--- config.mk ---
export PLATFORM = sky130hd
export DESIGN_NAME = bits_to_bytes_flat
export DESIGN_NICKNAME = d
export VERILOG_FILES = /design/src/rtl/bits_to_bytes_pkg.sv /design/src/rtl/bits_to_bytes_if.sv /design/src/rtl/bits_to_bytes_skid.sv /design/src/rtl/bits_to_bytes.sv /design/src/flat_wrapper.sv
export SDC_FILE = /design/constraint.sdc
export NUM_CORES = 1
export LEC_CHECK = 0
export CORE_MARGIN = 5
export CORE_UTILIZATION = 50
export CTS_CLUSTER_SIZE = 24
export DETAILED_ROUTE_END_ITERATION = 12
export HOLD_SLACK_MARGIN = 0.02
export PLACE_DENSITY_LB_ADDON = 0.08
export SLEW_MARGIN = 20
export SYNTH_ARGS = -nofsm -noshare
export SYNTH_HDL_FRONTEND = slang
export SYNTH_SLANG_ARGS = --single-unit
export TNS_END_PERCENT = 100
--- constraint.sdc ---
create_clock -name clk_i -period 2.9 [get_ports clk_i]
set_input_delay 0.58 -clock clk_i [delete_from_list [all_inputs] [get_ports clk_i]]
set_output_delay 0.58 -clock clk_i [all_outputs]
set_load 0.01 [all_outputs]
--- src/rtl/bits_to_bytes_pkg.sv ---
// bits_to_bytes shared types and the LSB-first flat-to-byte slice.
// Holds byte width, byte type and the flat_to_bytes() helper.
package bits_to_bytes_pkg;

  localparam int BYTE_W    = 8;
  localparam int MAX_BYTES = 64;
  localparam int MAX_W     = MAX_BYTES * BYTE_W;

  typedef logic [BYTE_W-1:0] byte_t;
  typedef byte_t [MAX_BYTES-1:0] bytes_max_t;

  // Byte i takes bits [i*8+7 : i*8]; no bit reversal, no byte swap.
  function automatic bytes_max_t flat_to_bytes(
    input logic [MAX_W-1:0] flat
  );
    bytes_max_t r;
    for (int i = 0; i < MAX_BYTES; i++) begin
      r[i] = flat[i*BYTE_W +: BYTE_W];
    end
    return r;
  endfunction

endpackage

--- src/rtl/bits_to_bytes_if.sv ---
// bits_to_bytes stream bus: bit-vector input side, byte-array output side.
// Ports: bits_i/valid_i/ready_o upstream, bytes_o/valid_o/ready_i downstream.
interface bits_to_bytes_if
  import bits_to_bytes_pkg::*;
#(
  parameter int N_BYTES = 4
);

  logic [N_BYTES*BYTE_W-1:0] bits_i;
  logic                      valid_i;
  logic                      ready_o;
  byte_t [N_BYTES-1:0]       bytes_o;
  logic                      valid_o;
  logic                      ready_i;

  modport slave (
    input  bits_i,
    input  valid_i,
    input  ready_i,
    output ready_o,
    output bytes_o,
    output valid_o
  );

  modport master (
    output bits_i,
    output valid_i,
    output ready_i,
    input  ready_o,
    input  bytes_o,
    input  valid_o
  );

endinterface

--- src/rtl/bits_to_bytes_skid.sv ---
// Generic 2-entry valid/ready skid stage: output register plus skid register.
// Ports: clk_i, rst_i, i_data/i_valid/o_ready in, o_data/o_valid/i_ready out.
module bits_to_bytes_skid #(
  parameter int WIDTH = 32
) (
  input  logic             clk_i,
  input  logic             rst_i,
  input  logic [WIDTH-1:0] i_data,
  input  logic             i_valid,
  output logic             o_ready,
  output logic [WIDTH-1:0] o_data,
  output logic             o_valid,
  input  logic             i_ready
);

  logic [WIDTH-1:0] r_out_data;
  logic             r_out_valid;
  logic [WIDTH-1:0] r_skid_data;
  logic             r_skid_full;

  logic w_in_fire;
  logic w_out_fire;

  // ready comes straight from a flop, never from i_ready
  assign w_in_fire  = i_valid && !r_skid_full;
  assign w_out_fire = r_out_valid && i_ready;

  always_ff @(posedge clk_i) begin
    if (rst_i) begin
      r_out_data  <= '0;
      r_out_valid <= 1'b0;
      r_skid_data <= '0;
      r_skid_full <= 1'b0;
    end else if (w_out_fire) begin
      // skid full implies no input this edge
      if (r_skid_full) begin
        r_out_data  <= r_skid_data;
        r_skid_full <= 1'b0;
      end else if (w_in_fire) begin
        r_out_data  <= i_data;
      end else begin
        r_out_valid <= 1'b0;
      end
    end else if (w_in_fire) begin
      if (!r_out_valid) begin
        r_out_data  <= i_data;
        r_out_valid <= 1'b1;
      end else begin
        r_skid_data <= i_data;
        r_skid_full <= 1'b1;
      end
    end
  end

  assign o_ready = !r_skid_full;
  assign o_data  = r_out_data;
  assign o_valid = r_out_valid;

endmodule

--- src/rtl/bits_to_bytes.sv ---
// bits_to_bytes top: registered skid stage, then LSB-first byte slicing.
// Ports: clk_i, rst_i, bus (slave side of bits_to_bytes_if).
module bits_to_bytes
  import bits_to_bytes_pkg::*;
#(
  parameter int N_BYTES = 4
) (
  input logic          clk_i,
  input logic          rst_i,
  bits_to_bytes_if.slave bus
);

  localparam int W = N_BYTES * BYTE_W;

  logic [W-1:0]     w_data;
  logic [MAX_W-1:0] w_flat;
  bytes_max_t       w_bytes;

  bits_to_bytes_skid #(
    .WIDTH(W)
  ) u_skid (
    .clk_i  (clk_i),
    .rst_i  (rst_i),
    .i_data (bus.bits_i),
    .i_valid(bus.valid_i),
    .o_ready(bus.ready_o),
    .o_data (w_data),
    .o_valid(bus.valid_o),
    .i_ready(bus.ready_i)
  );

  always_comb begin
    w_flat        = '0;
    w_flat[W-1:0] = w_data;
  end

  assign w_bytes     = flat_to_bytes(w_flat);
  assign bus.bytes_o = w_bytes[N_BYTES-1:0];

endmodule

--- src/flat_wrapper.sv ---
// flat-port wrapper written by rule: the top's interface ports become plain ports
module bits_to_bytes_flat import bits_to_bytes_pkg::*;
#(
  parameter int N_BYTES = 4
)
  (clk_i, rst_i, bus_bits_i, bus_valid_i, bus_ready_i, bus_ready_o, bus_bytes_o, bus_valid_o);
  bits_to_bytes_if #(.N_BYTES(N_BYTES)) bus_i ();
  input logic clk_i;
  input logic rst_i;
  input wire logic [$bits(bus_i.bits_i)-1:0] bus_bits_i;
  input wire logic [$bits(bus_i.valid_i)-1:0] bus_valid_i;
  input wire logic [$bits(bus_i.ready_i)-1:0] bus_ready_i;
  output wire logic [$bits(bus_i.ready_o)-1:0] bus_ready_o;
  output wire logic [$bits(bus_i.bytes_o)-1:0] bus_bytes_o;
  output wire logic [$bits(bus_i.valid_o)-1:0] bus_valid_o;
  assign bus_i.bits_i = bus_bits_i;
  assign bus_i.valid_i = bus_valid_i;
  assign bus_i.ready_i = bus_ready_i;
  assign bus_ready_o = bus_i.ready_o;
  assign bus_bytes_o = bus_i.bytes_o;
  assign bus_valid_o = bus_i.valid_o;
  bits_to_bytes #(.N_BYTES(N_BYTES)) u_core (.clk_i(clk_i), .rst_i(rst_i), .bus(bus_i));
endmodule
==> results.toml <==
[floorplanning]
rows = 26
ios = 70
die_w_um = 83.15
initial_core_util_pct = 52.04
dieArea_mm2 = 0.006913
core_mm2 = 0.005140
fp.dieH_um = 83.15

[critical_path]
arrival_ns = 1.43
crit_chain = "clkdlybuf4s50_1"
cp_slowest_stage_delay_ns = 0.60
worstPathRequired_ns = 2.32
crit_type = "reg -> out"
crit_fanout = 10
path_buf_inv = 1
cp-end-kind = "output pin"
critPathTopFamily = "buffers and inverters"
worst_path_max_delay_cell = "clkdlybuf4s50_1"
startpoint_type = "register"

[synthesis]
synth_simple_gate_area_share_pct = 11.55
synth_top_family_by_area = "compound AO/OA/AOI/OAI gates"
synth_fp_nets = 334
synth_flop_cell = "dfxtp_1"
yosysTopAreaCell = "dfxtp_1"
synth-xor-area-share_pct = 0
syn-cell-area_mm2 = 0.002675
synth_seq_cells = 66
synthArstFlopShare_pct = 0
synthAdderAreaFrac_pct = 0
syn_inst = 298
ys_types = 20
synth-seq-area-share_pct = 49.39
synth_top_area_share_pct = 49.39
synth_edf_count = 0
ys.warnings.count = 0
avgSynthCellArea_um2 = 8.977
synth_area_leaders = "dfxtp_1, o221a_1, a21oi_1"
synth-compound-area-share_pct = 27.46
synth.mux.area_fraction_pct = 0

[clock_network]
root_buffer = "clkbuf_8"
cts_buffer_depth = 2
clk_latency_ns = 0.33
clock-sinks = 66
cts-hold-fix-buffers = 0
postCtsSetupRepairBufs = 0
cts_htree_levels = 3
cts_resized = 0
clk_pin_slew_ns = 0.06
cts_tree = "yes"
cts_inserted_buffers = 9

[min_path]
hp-class = "reg -> reg"

[layout]
layout_common_cells = "clkdlybuf4s50_1, dfxtp_1, nand2_1"
diodes = 0
area_growth_pct = 32.18
final_common_cell = "clkdlybuf4s50_1"
utilization_pct = 68.79
nets = 396
fillers = 475
drive_gt1_share_pct = 9.615

[global_route]
grt_pass1_vias = 2203
overflow = 0
grt_use_met1_pct = 22.19
grt-busiest-layer = "met2"
met3_usage_pct = 4.653
grt_pass1_wl_um = 10290
grt.total_usage_pct = 18.01
groute.layer.met2.usage_pct = 29.08
antenna_found_initial = 0
grt_max_degree = 37

[routing]
drc = 0
wirelength_um = 6076
drtIter0Drc = 131
drtAntennaViolNets = 0
vias = 2241
via_per_inst = 5.164
wl_per_cell_um = 14.00
drt_pass1_iterations = 4

[timing]
finalCritPeriodShare_pct = 69.14
tightest_slew_ns = 0.6198
finalSetupTns_ns = 0
finalHoldViolCount = 0
drv_slew = 0
fin_skew_ns = 0.005850
max_freq_mhz = 498.7
grt_setup_unrepaired = "false"
relSlewSlack_pct = 58.68
finalSetupViolations = 0
min_period_ns = 2.005

[power_and_ir_drop]
peakVddDrop_mv = 0.4091
seqPwrFrac_pct = 48.5
p_switching_uw = 494.1
p_int_mw = 1.557
powerDensity_mw_per_mm2 = 580.1
combPwrFrac_pct = 15.4
power_leakage_nw = 1.218
p_clk_share_pct = 36.1
swShare_pct = 24.09

[place]
io_buffers = 69
gp_congestion = 0.7416
hpwl_um = 4023

[flow_run]
cap_violations = 0

[status]
outcome = "complete, no violations"
[synthesized netlist by cell type, types with 2 or more instances]
| cell | count |
|---|---|
| a21oi_1 | 60 |
| a21oi_2 | 6 |
| buf_2 | 8 |
| buf_6 | 10 |
| clkbuf_1 | 7 |
| dfxtp_1 | 66 |
| inv_1 | 34 |
| nand2_1 | 65 |
| o221a_1 | 30 |
| o221a_2 | 2 |
[flip-flops by register name, summed over array words and instances (netlist names)]
signal,count
u_core.u_skid.r_skid_data,32
u_core.u_skid.r_skid_full,1
u_core.u_skid.o_valid,1
u_core.u_skid.o_data,32
[cell families (layout without fill, tap and decap cells)]
group,Yosys count,after routing
simple gates,71,71
flops,66,66
compound gates,101,101
buf+inv,60,126
[layer usage]
metal	wire length, µm	part of all wire [%]
met5	0	0
met4	102	1.7
met3	308	5.1
met2	2909	48
met1	2757	45
[power by group through the flow]
stage | Clock [mW] | Combinational [mW] | Sequential, mW
floorplan | 0 | 0.132 | 1.03
global placement | 0 | 0.313 | 1.02
detailed placement | 0 | 0.319 | 1.02
CTS | 0.752 | 0.320 | 0.995
global route | 0.795 | 0.339 | 1.00
finish | 0.740 | 0.315 | 0.995
[through the flow]
stage                     hold slack, ns  power (mW)  instance area, µm²  worst slack, ns  std cells
final                             0.4546       2.051                3536           0.8949        434
after global routing              0.4735       2.136                3536           0.8328        434
after detailed placement          0.4470       1.334                3351           0.6119        419
after floorplan                   0.4363       1.163                2675            1.490        298
after CTS                         0.4556       2.068                3536           0.8820        434
after global placement            0.4413       1.328                3351           0.6435        419
[layout make-up]
cell class | instances | area (µm²) | area share (%)
clock buffer | 12 | 145.1 | 4.105
clock inverter | 3 | 40.04 | 1.132
inverter | 34 | 127.6 | 3.609
multi-input combinational | 172 | 1056 | 29.87
sequential | 66 | 1321 | 37.37
tap | 70 | 87.58 | 2.477
timing repair buffer | 77 | 758.2 | 21.44
[final timing paths]
path | from | cells past startpoint | end | slack [ns]
hold reg to reg | u_core.u_skid.r_skid_data[27] | 2 | u_core.u_skid.r_skid_data[27] | 0.45
setup reg to reg | u_core.u_skid.o_valid | 4 | u_core.u_skid.o_data[28] | 1.30
hold / removal | u_core.u_skid.r_skid_data[27] | 2 | u_core.u_skid.r_skid_data[27] | 0.45
setup / recovery | u_core.u_skid.o_valid | 1 | bus_valid_o | 0.89
Power figures use the tool's default switching activity.
